File: src/rtl/fetch_pkg.sv
// Shared types and constants for the instruction-fetch sequencer.
//   RESET_PC_DEFAULT : default program counter after reset
//   QDEPTH_DEFAULT   : default fetch queue depth
//   INST_W           : instruction / PC width
//   fetch_state_t    : sequencer states (IDLE / RUN / HOLD)
//   fetch_entry_t    : fetch queue entry {pc, inst}
//   align_pc()       : clears the byte-offset bits of a PC
package fetch_pkg;

  localparam int unsigned INST_W           = 32;
  localparam logic [31:0] RESET_PC_DEFAULT = 32'h0000_0000;
  localparam int unsigned QDEPTH_DEFAULT   = 2;

  typedef enum logic [1:0] {
    IDLE = 2'd0,
    RUN  = 2'd1,
    HOLD = 2'd2
  } fetch_state_t;

  typedef struct packed {
    logic [INST_W-1:0] pc;
    logic [INST_W-1:0] inst;
  } fetch_entry_t;

  // Instructions are word aligned; the two low bits never reach the PC.
  function automatic logic [INST_W-1:0] align_pc(input logic [INST_W-1:0] pc);
    return pc & 32'hFFFF_FFFC;
  endfunction

endpackage

File: src/rtl/fetch_fifo.sv
// Circular buffer holding fetched {pc, inst} entries for decode.
// Ports:
//   clk, reset        : clock, asynchronous active-low reset
//   flush             : empties the buffer (wins over push/pop)
//   push, push_data   : write one entry at the tail
//   pop               : drop the head entry (caller guarantees non-empty)
//   head              : entry at the read pointer
//   count             : number of valid entries
//   empty             : count == 0
// DEPTH must be a power of two so the pointers wrap naturally.
module fetch_fifo
  import fetch_pkg::*;
#(
  parameter int unsigned DEPTH = QDEPTH_DEFAULT,
  localparam int unsigned CNT_W = $clog2(DEPTH + 1)
) (
  input  logic             clk,
  input  logic             reset,
  input  logic             flush,
  input  logic             push,
  input  fetch_entry_t     push_data,
  input  logic             pop,
  output fetch_entry_t     head,
  output logic [CNT_W-1:0] count,
  output logic             empty
);

  localparam int unsigned PTR_W = $clog2(DEPTH);

  fetch_entry_t     mem [DEPTH];
  logic [PTR_W-1:0] rd_ptr;
  logic [PTR_W-1:0] wr_ptr;
  logic             full;

  assign head  = mem[rd_ptr];
  assign empty = (count == '0);
  assign full  = (count == CNT_W'(DEPTH));

  // Storage, pointers and occupancy.
  always_ff @(posedge clk or negedge reset) begin
    if (!reset) begin
      rd_ptr <= '0;
      wr_ptr <= '0;
      count  <= '0;
      for (int unsigned i = 0; i < DEPTH; i++) begin
        mem[i] <= '0;
      end
    end else if (flush) begin
      rd_ptr <= '0;
      wr_ptr <= '0;
      count  <= '0;
    end else begin
      if (push) begin
        mem[wr_ptr] <= push_data;
        wr_ptr      <= wr_ptr + PTR_W'(1);
      end
      if (pop) begin
        rd_ptr <= rd_ptr + PTR_W'(1);
      end
      if (push && !pop) begin
        count <= count + CNT_W'(1);
      end else if (!push && pop) begin
        count <= count - CNT_W'(1);
      end
    end
  end

  // The issue throttle reserves a slot for every in-flight word.
  a_no_push_when_full : assert property (@(posedge clk) disable iff (!reset)
    !(push && full && !flush));

endmodule

File: src/rtl/fetch_ctrl.sv
// Instruction-fetch sequencer: owns the PC, issues one read per cycle to a
// 1-cycle-latency word-addressed memory, queues returned words and hands
// them to decode with valid/ready. A redirect flushes queued and in-flight
// words (via an epoch bit) and restarts at the new PC.
// Ports:
//   clk, reset            : clock, asynchronous active-low reset
//   fetch_en_i            : allows new memory requests
//   redirect_i            : one-cycle restart pulse
//   redirect_pc_i         : restart target (bits [1:0] ignored)
//   mem_req_o, mem_addr_o : read strobe and word index (combinational)
//   mem_rdata_i           : read data, valid the cycle after mem_req_o
//   inst_valid_o, inst_o, inst_pc_o : queue head presented to decode
//   inst_ready_i          : decode accepts the head this cycle
// Build option: FETCH_TRACE_EN prints issue and pop traces in simulation.
module fetch_ctrl
  import fetch_pkg::*;
#(
  parameter logic [31:0] RESET_PC = RESET_PC_DEFAULT,
  parameter int unsigned QDEPTH   = QDEPTH_DEFAULT
) (
  input  logic        clk,
  input  logic        reset,
  input  logic        fetch_en_i,
  input  logic        redirect_i,
  input  logic [31:0] redirect_pc_i,
  output logic        mem_req_o,
  output logic [29:0] mem_addr_o,
  input  logic [31:0] mem_rdata_i,
  output logic        inst_valid_o,
  output logic [31:0] inst_o,
  output logic [31:0] inst_pc_o,
  input  logic        inst_ready_i
);

  localparam int unsigned CNT_W = $clog2(QDEPTH + 1);
  localparam int unsigned OCC_W = CNT_W + 1;

  fetch_state_t      state_q;
  logic [31:0]       pc_q;
  logic              epoch_q;
  logic              inflight_q;
  logic [31:0]       inflight_pc_q;
  logic              inflight_epoch_q;

  logic              pop;
  logic              push;
  logic              room;
  logic              issue;
  logic [OCC_W-1:0]  occ;
  logic [CNT_W-1:0]  fifo_count;
  logic              fifo_empty;
  fetch_entry_t      fifo_head;
  fetch_entry_t      push_entry;

  // Queued words plus the word in flight, after this cycle's pop.
  // A pop implies count >= 1, so the subtraction cannot underflow.
  assign pop   = inst_valid_o & inst_ready_i;
  assign occ   = OCC_W'(fifo_count) + OCC_W'(inflight_q) - OCC_W'(pop);
  assign room  = (occ < OCC_W'(QDEPTH));
  assign issue = (state_q != IDLE) & fetch_en_i & !redirect_i & room;

  assign mem_req_o  = issue;
  assign mem_addr_o = pc_q[31:2];

  // Responses from before the last redirect carry a stale epoch.
  assign push            = inflight_q & (inflight_epoch_q == epoch_q) & !redirect_i;
  assign push_entry.pc   = inflight_pc_q;
  assign push_entry.inst = mem_rdata_i;

  assign inst_valid_o = !fifo_empty;
  assign inst_o       = fifo_head.inst;
  assign inst_pc_o    = fifo_head.pc;

  // State, PC, epoch and in-flight tracking.
  always_ff @(posedge clk or negedge reset) begin
    if (!reset) begin
      state_q          <= IDLE;
      pc_q             <= RESET_PC;
      epoch_q          <= 1'b0;
      inflight_q       <= 1'b0;
      inflight_pc_q    <= '0;
      inflight_epoch_q <= 1'b0;
    end else begin
      inflight_q <= issue;
      if (issue) begin
        inflight_pc_q    <= pc_q;
        inflight_epoch_q <= epoch_q;
      end

      if (redirect_i) begin
        epoch_q <= ~epoch_q;
        pc_q    <= align_pc(redirect_pc_i);
      end else if (issue) begin
        pc_q <= pc_q + 32'd4;
      end

      if (!fetch_en_i) begin
        state_q <= IDLE;
      end else if (redirect_i) begin
        state_q <= RUN;
      end else begin
        case (state_q)
          IDLE:      state_q <= RUN;
          RUN, HOLD: state_q <= room ? RUN : HOLD;
          default:   state_q <= IDLE;
        endcase
      end
    end
  end

  fetch_fifo #(
    .DEPTH (QDEPTH)
  ) u_fifo (
    .clk       (clk),
    .reset     (reset),
    .flush     (redirect_i),
    .push      (push),
    .push_data (push_entry),
    .pop       (pop),
    .head      (fifo_head),
    .count     (fifo_count),
    .empty     (fifo_empty)
  );

`ifdef FETCH_TRACE_EN
  // Simulation trace of every issued request and every word handed to decode.
  always @(posedge clk) begin
    if (reset && issue) begin
      $display("PC: %h, word %h", pc_q, pc_q >> 2);
    end
    if (reset && pop) begin
      $display("POP PC: %h, inst %h", inst_pc_o, inst_o);
    end
  end
`else
  // Trace disabled: no simulation output.
`endif

endmodule

File: config.mk
export PLATFORM = sky130hd
export DESIGN_NAME = fetch_ctrl
export DESIGN_NICKNAME = d
export VERILOG_FILES = /design/src/rtl/fetch_pkg.sv /design/src/rtl/fetch_fifo.sv /design/src/rtl/fetch_ctrl.sv
export SDC_FILE = /design/constraint.sdc
export NUM_CORES = 1
export LEC_CHECK = 0
export ABC_AREA = 1
export CELL_PAD_IN_SITES_DETAIL_PLACEMENT = 1
export CELL_PAD_IN_SITES_GLOBAL_PLACEMENT = 2
export CORE_AREA = 2 2 171 173
export DETAILED_ROUTE_END_ITERATION = 10
export DIE_AREA = 0 0 173 175
export GPL_TIMING_DRIVEN = 0
export MAX_ROUTING_LAYER = met4
export PLACE_DENSITY_LB_ADDON = 0.25
export SYNTH_ARGS = -nofsm -noshare
export SYNTH_HDL_FRONTEND = slang
export SYNTH_HIERARCHICAL = 1
export SYNTH_SLANG_ARGS = --single-unit
File: constraint.sdc
create_clock -name clk -period 7.5 [get_ports clk]
set_input_delay 1.875 -clock clk [delete_from_list [all_inputs] [get_ports clk]]
set_output_delay 1.875 -clock clk [all_outputs]
set_load 0.01 [all_outputs]
==> results.sh <==
export IMPL_drive_above_1_share=0.1259
export IMPL_ys_types=32
export IMPL_irDropWorstVdd_mv=0.1546
export IMPL_cp_num_buf_inv=7
export IMPL_cts_tree="done"
export IMPL_drv_cap=0
export IMPL_yosys_area_top_type="dfrtp_1"
export IMPL_cts_max_path_buffers=2
export IMPL_critical_path_max_stage_delay_ns=0.55
export IMPL_via_count=7685
export IMPL_wirelength_mm=27.05
export IMPL_rows=62
export IMPL_maxClockFrequency_ghz=0.1487
export IMPL_setup_worst_path_end_class="primary output"
export IMPL_synth_most_common_cell="nand2_1"
export IMPL_required_ns=5.62
export IMPL_finalCritPeriodShare=0.8966
export IMPL_synth_cells=1091
export IMPL_clkLatencyLatePin_ns=0.44
export IMPL_portBuffers=162
export IMPL_gp_congestion=0.8356
export IMPL_area_growth_syn_to_layout_pct=28.99
export IMPL_nNetsFinal=1348
export IMPL_use_met2=0.3012
export IMPL_synthArstFlopShare=1.000
export IMPL_crit_fanout=11
export IMPL_worst_pin_slew_ns=0.8084
export IMPL_tns_ns=0
export IMPL_critPathArrivalTime_ns=4.85
export IMPL_postCtsSetupBuffers=0
export IMPL_dr_pass1_iters=4
export IMPL_status="finished, final reports clean"
export IMPL_hold_class="reg -> reg"
export IMPL_finalMaxSlewViolations=0
export IMPL_initial_core_util=0.3343
export IMPL_yosysTopAreaCellShare=0.5194
export IMPL_cts_root_buf="clkbuf_16"
export IMPL_cts_resized=0
export IMPL_rsz0062_at_grt="false"
export IMPL_power_leakage_uw=0.005760
export IMPL_slowest_stage="clkdlybuf4s50_1"
export IMPL_antenna_found_initial=0
export IMPL_syn_area_per_cell_sq_um=8.699
export IMPL_dieHeight_um=175
export IMPL_crit_type="in -> out"
export IMPL_dp_hpwl_mm=19.64
export IMPL_grt_first_pass_wirelength_mm=44.46
export IMPL_fin_crit_ns=6.725
export IMPL_io_pins=165
export IMPL_crit_path_frequent_cell="inv_1"
export IMPL_finalHoldViolations=0
export IMPL_clk_pin_slew_worst_paths_ns=0.07
export IMPL_grt_usage=0.1902
export IMPL_synth_edf_count=0
export IMPL_crit_chain="clkdlybuf4s50_1, inv_1, nor2_1, ha_1, nor2_1, fa_1, inv_1, nand3_1, inv_1, nand2_4, inv_6, buf_6, clkdlybuf4s50_1"
export IMPL_setup_viol=0
export IMPL_powerDensity_mw_per_mm2=295.8
export IMPL_synthFlopType="dfrtp_1"
export IMPL_synth_commonest_cells="nand2_1 (341), dfrtp_1 (197), inv_1 (128)"
export IMPL_place_area_sq_mm=0.01163
export IMPL_die_w_um=173
export IMPL_ys_ff_latch=197
export IMPL_drtIter0Drc=383
export IMPL_cts_sinks=197
export IMPL_dieArea_sq_mm=0.03028
export IMPL_synth_area_top_cells="dfrtp_1 (52%), nand2_1 (13%), mux2_2 (7.6%)"
export IMPL_use_met1=0.2586
export IMPL_critPathLaunchType="input port"
export IMPL_ys_warn_count=6
export IMPL_syn_area_sq_mm=0.009490
export IMPL_h_tree_depth=4
export IMPL_antenna_cells=0
export IMPL_ant_nets=0
export IMPL_cts_buffers=17
export IMPL_drc=0
export IMPL_slew_headroom=0.4610
export IMPL_critical_path_top_delay_family="buffers and inverters"
export IMPL_viasPerCell=4.599
export IMPL_grt_pass1_vias=8249
export IMPL_grt_busiest_layer="met2"
export IMPL_finalInstanceArea_sq_mm=0.01224
export IMPL_wire_per_inst_um=16.19
export IMPL_grt_overflow=0
export IMPL_core_area_sq_mm=0.02839
export IMPL_met3_usage=0.02872
export IMPL_grt_max_degree=103
export IMPL_finalClockSkew_ns=0.01310
export IMPL_yosysSeqAreaShare=0.5194
export IMPL_cts_hold_fix_buffers=0
## per-stage QoR
stage	cells	hold WS [ns]	setup slack, ns	utilization	power [uW]
after detailed placement	1639	0.4686	0.7497	0.4096	2692
after global placement	1638	0.4649	-3.999	0.4084	2662
after floorplan	1092	0.4489	2.122	-	2091
after CTS	1671	0.4877	0.7429	0.4312	3675
after global routing	1671	0.5116	0.5815	0.4312	3852
final	1671	0.4793	0.7753	0.4312	3621
## registers in the layout, indices dropped and copies added (netlist names)
name	flops
state_q	2
u_fifo/count	2
u_fifo/rd_ptr	1
u_fifo/mem	128
inflight_q	1
epoch_q	1
pc_q	30
inflight_pc_q	30
inflight_epoch_q	1
u_fifo/wr_ptr	1
## tightest hold or removal path, cell delays in order, from the launching register on
cell     delay [ns]
dfrtp_1        0.34
nand2_1        0.05
nand2_1        0.05
## routing by layer
layer	share of wire	up-vias
met2	0.46	152
met4	0.011	0
met3	0.036	21
met1	0.49	3699
met5	0	-
li1	-	3813
## path summary, 6_finish.rpt
check,startpoint,slack (ns),depth (start not counted),endpoint
max reg2reg,u_fifo/count[1],4.60,15,pc_q[20]
min,inflight_pc_q[4],0.48,2,inflight_pc_q[4]
max,inst_ready_i,0.78,13,mem_req_o
max in group asynchronous,reset,5.08,2,u_fifo/mem[62]
min reg2reg,inflight_pc_q[4],0.48,2,inflight_pc_q[4]
min in group asynchronous,reset,1.45,1,u_fifo/mem[26]
## cell type report
class,count,area (sq um)
fill,3366,16150
sequential,197,4930
multi-input combinational,713,3647
timing repair buffer,163,1654
inverter,131,499.2
tap,384,480.5
clock buffer,18,429.2
buffer,51,417.9
clock inverter,14,183.9
## power breakdown
group	internal (uW)	leakage, uW	switching, uW	total [uW]
Clock	511	0.000298	453	965
Sequential	1310	0.00259	172	1480
Combinational	608	0.00288	566	1170
Total	2430	0.00576	1190	3620
## logic make-up after synthesis
family	Yosys count	share of synthesized area
other	1	0.0003951
and+or+nand+nor	470	0.2054
adders and majority gates	5	0.007383
muxes	64	0.07594
DFF	197	0.5194
AOI/OAI and AO/OA	163	0.08649
xor gates and xnor gates	9	0.008306
buffers and inverters	182	0.09664
## cells in the final DEF (no fill, tap or decap), drive strengths merged
cell           synthesis  layout
xnor2                  2       2
clkinv                 0       3
o21bai                 1       1
bufinv                 0       2
nand3                 71      71
xor2                   7       7
nand2                345     345
nand4                  2       2
o21ai                161     161
buf                   45      47
a21boi                 1       1
conb                   1       2
dfrtp                197     197
inv                  131     139
clkinvlp               0       1
clkbuf                 6      24
nor2                  45      45
clkdlybuf4s50          0     161
fa                     1       1
ha                     4       4
or2                    1       1
and2                   3       3
mux2                  64      64
nor3                   2       2
nand3b                 1       1
Note: power is estimated with default switching activity, not from simulation.
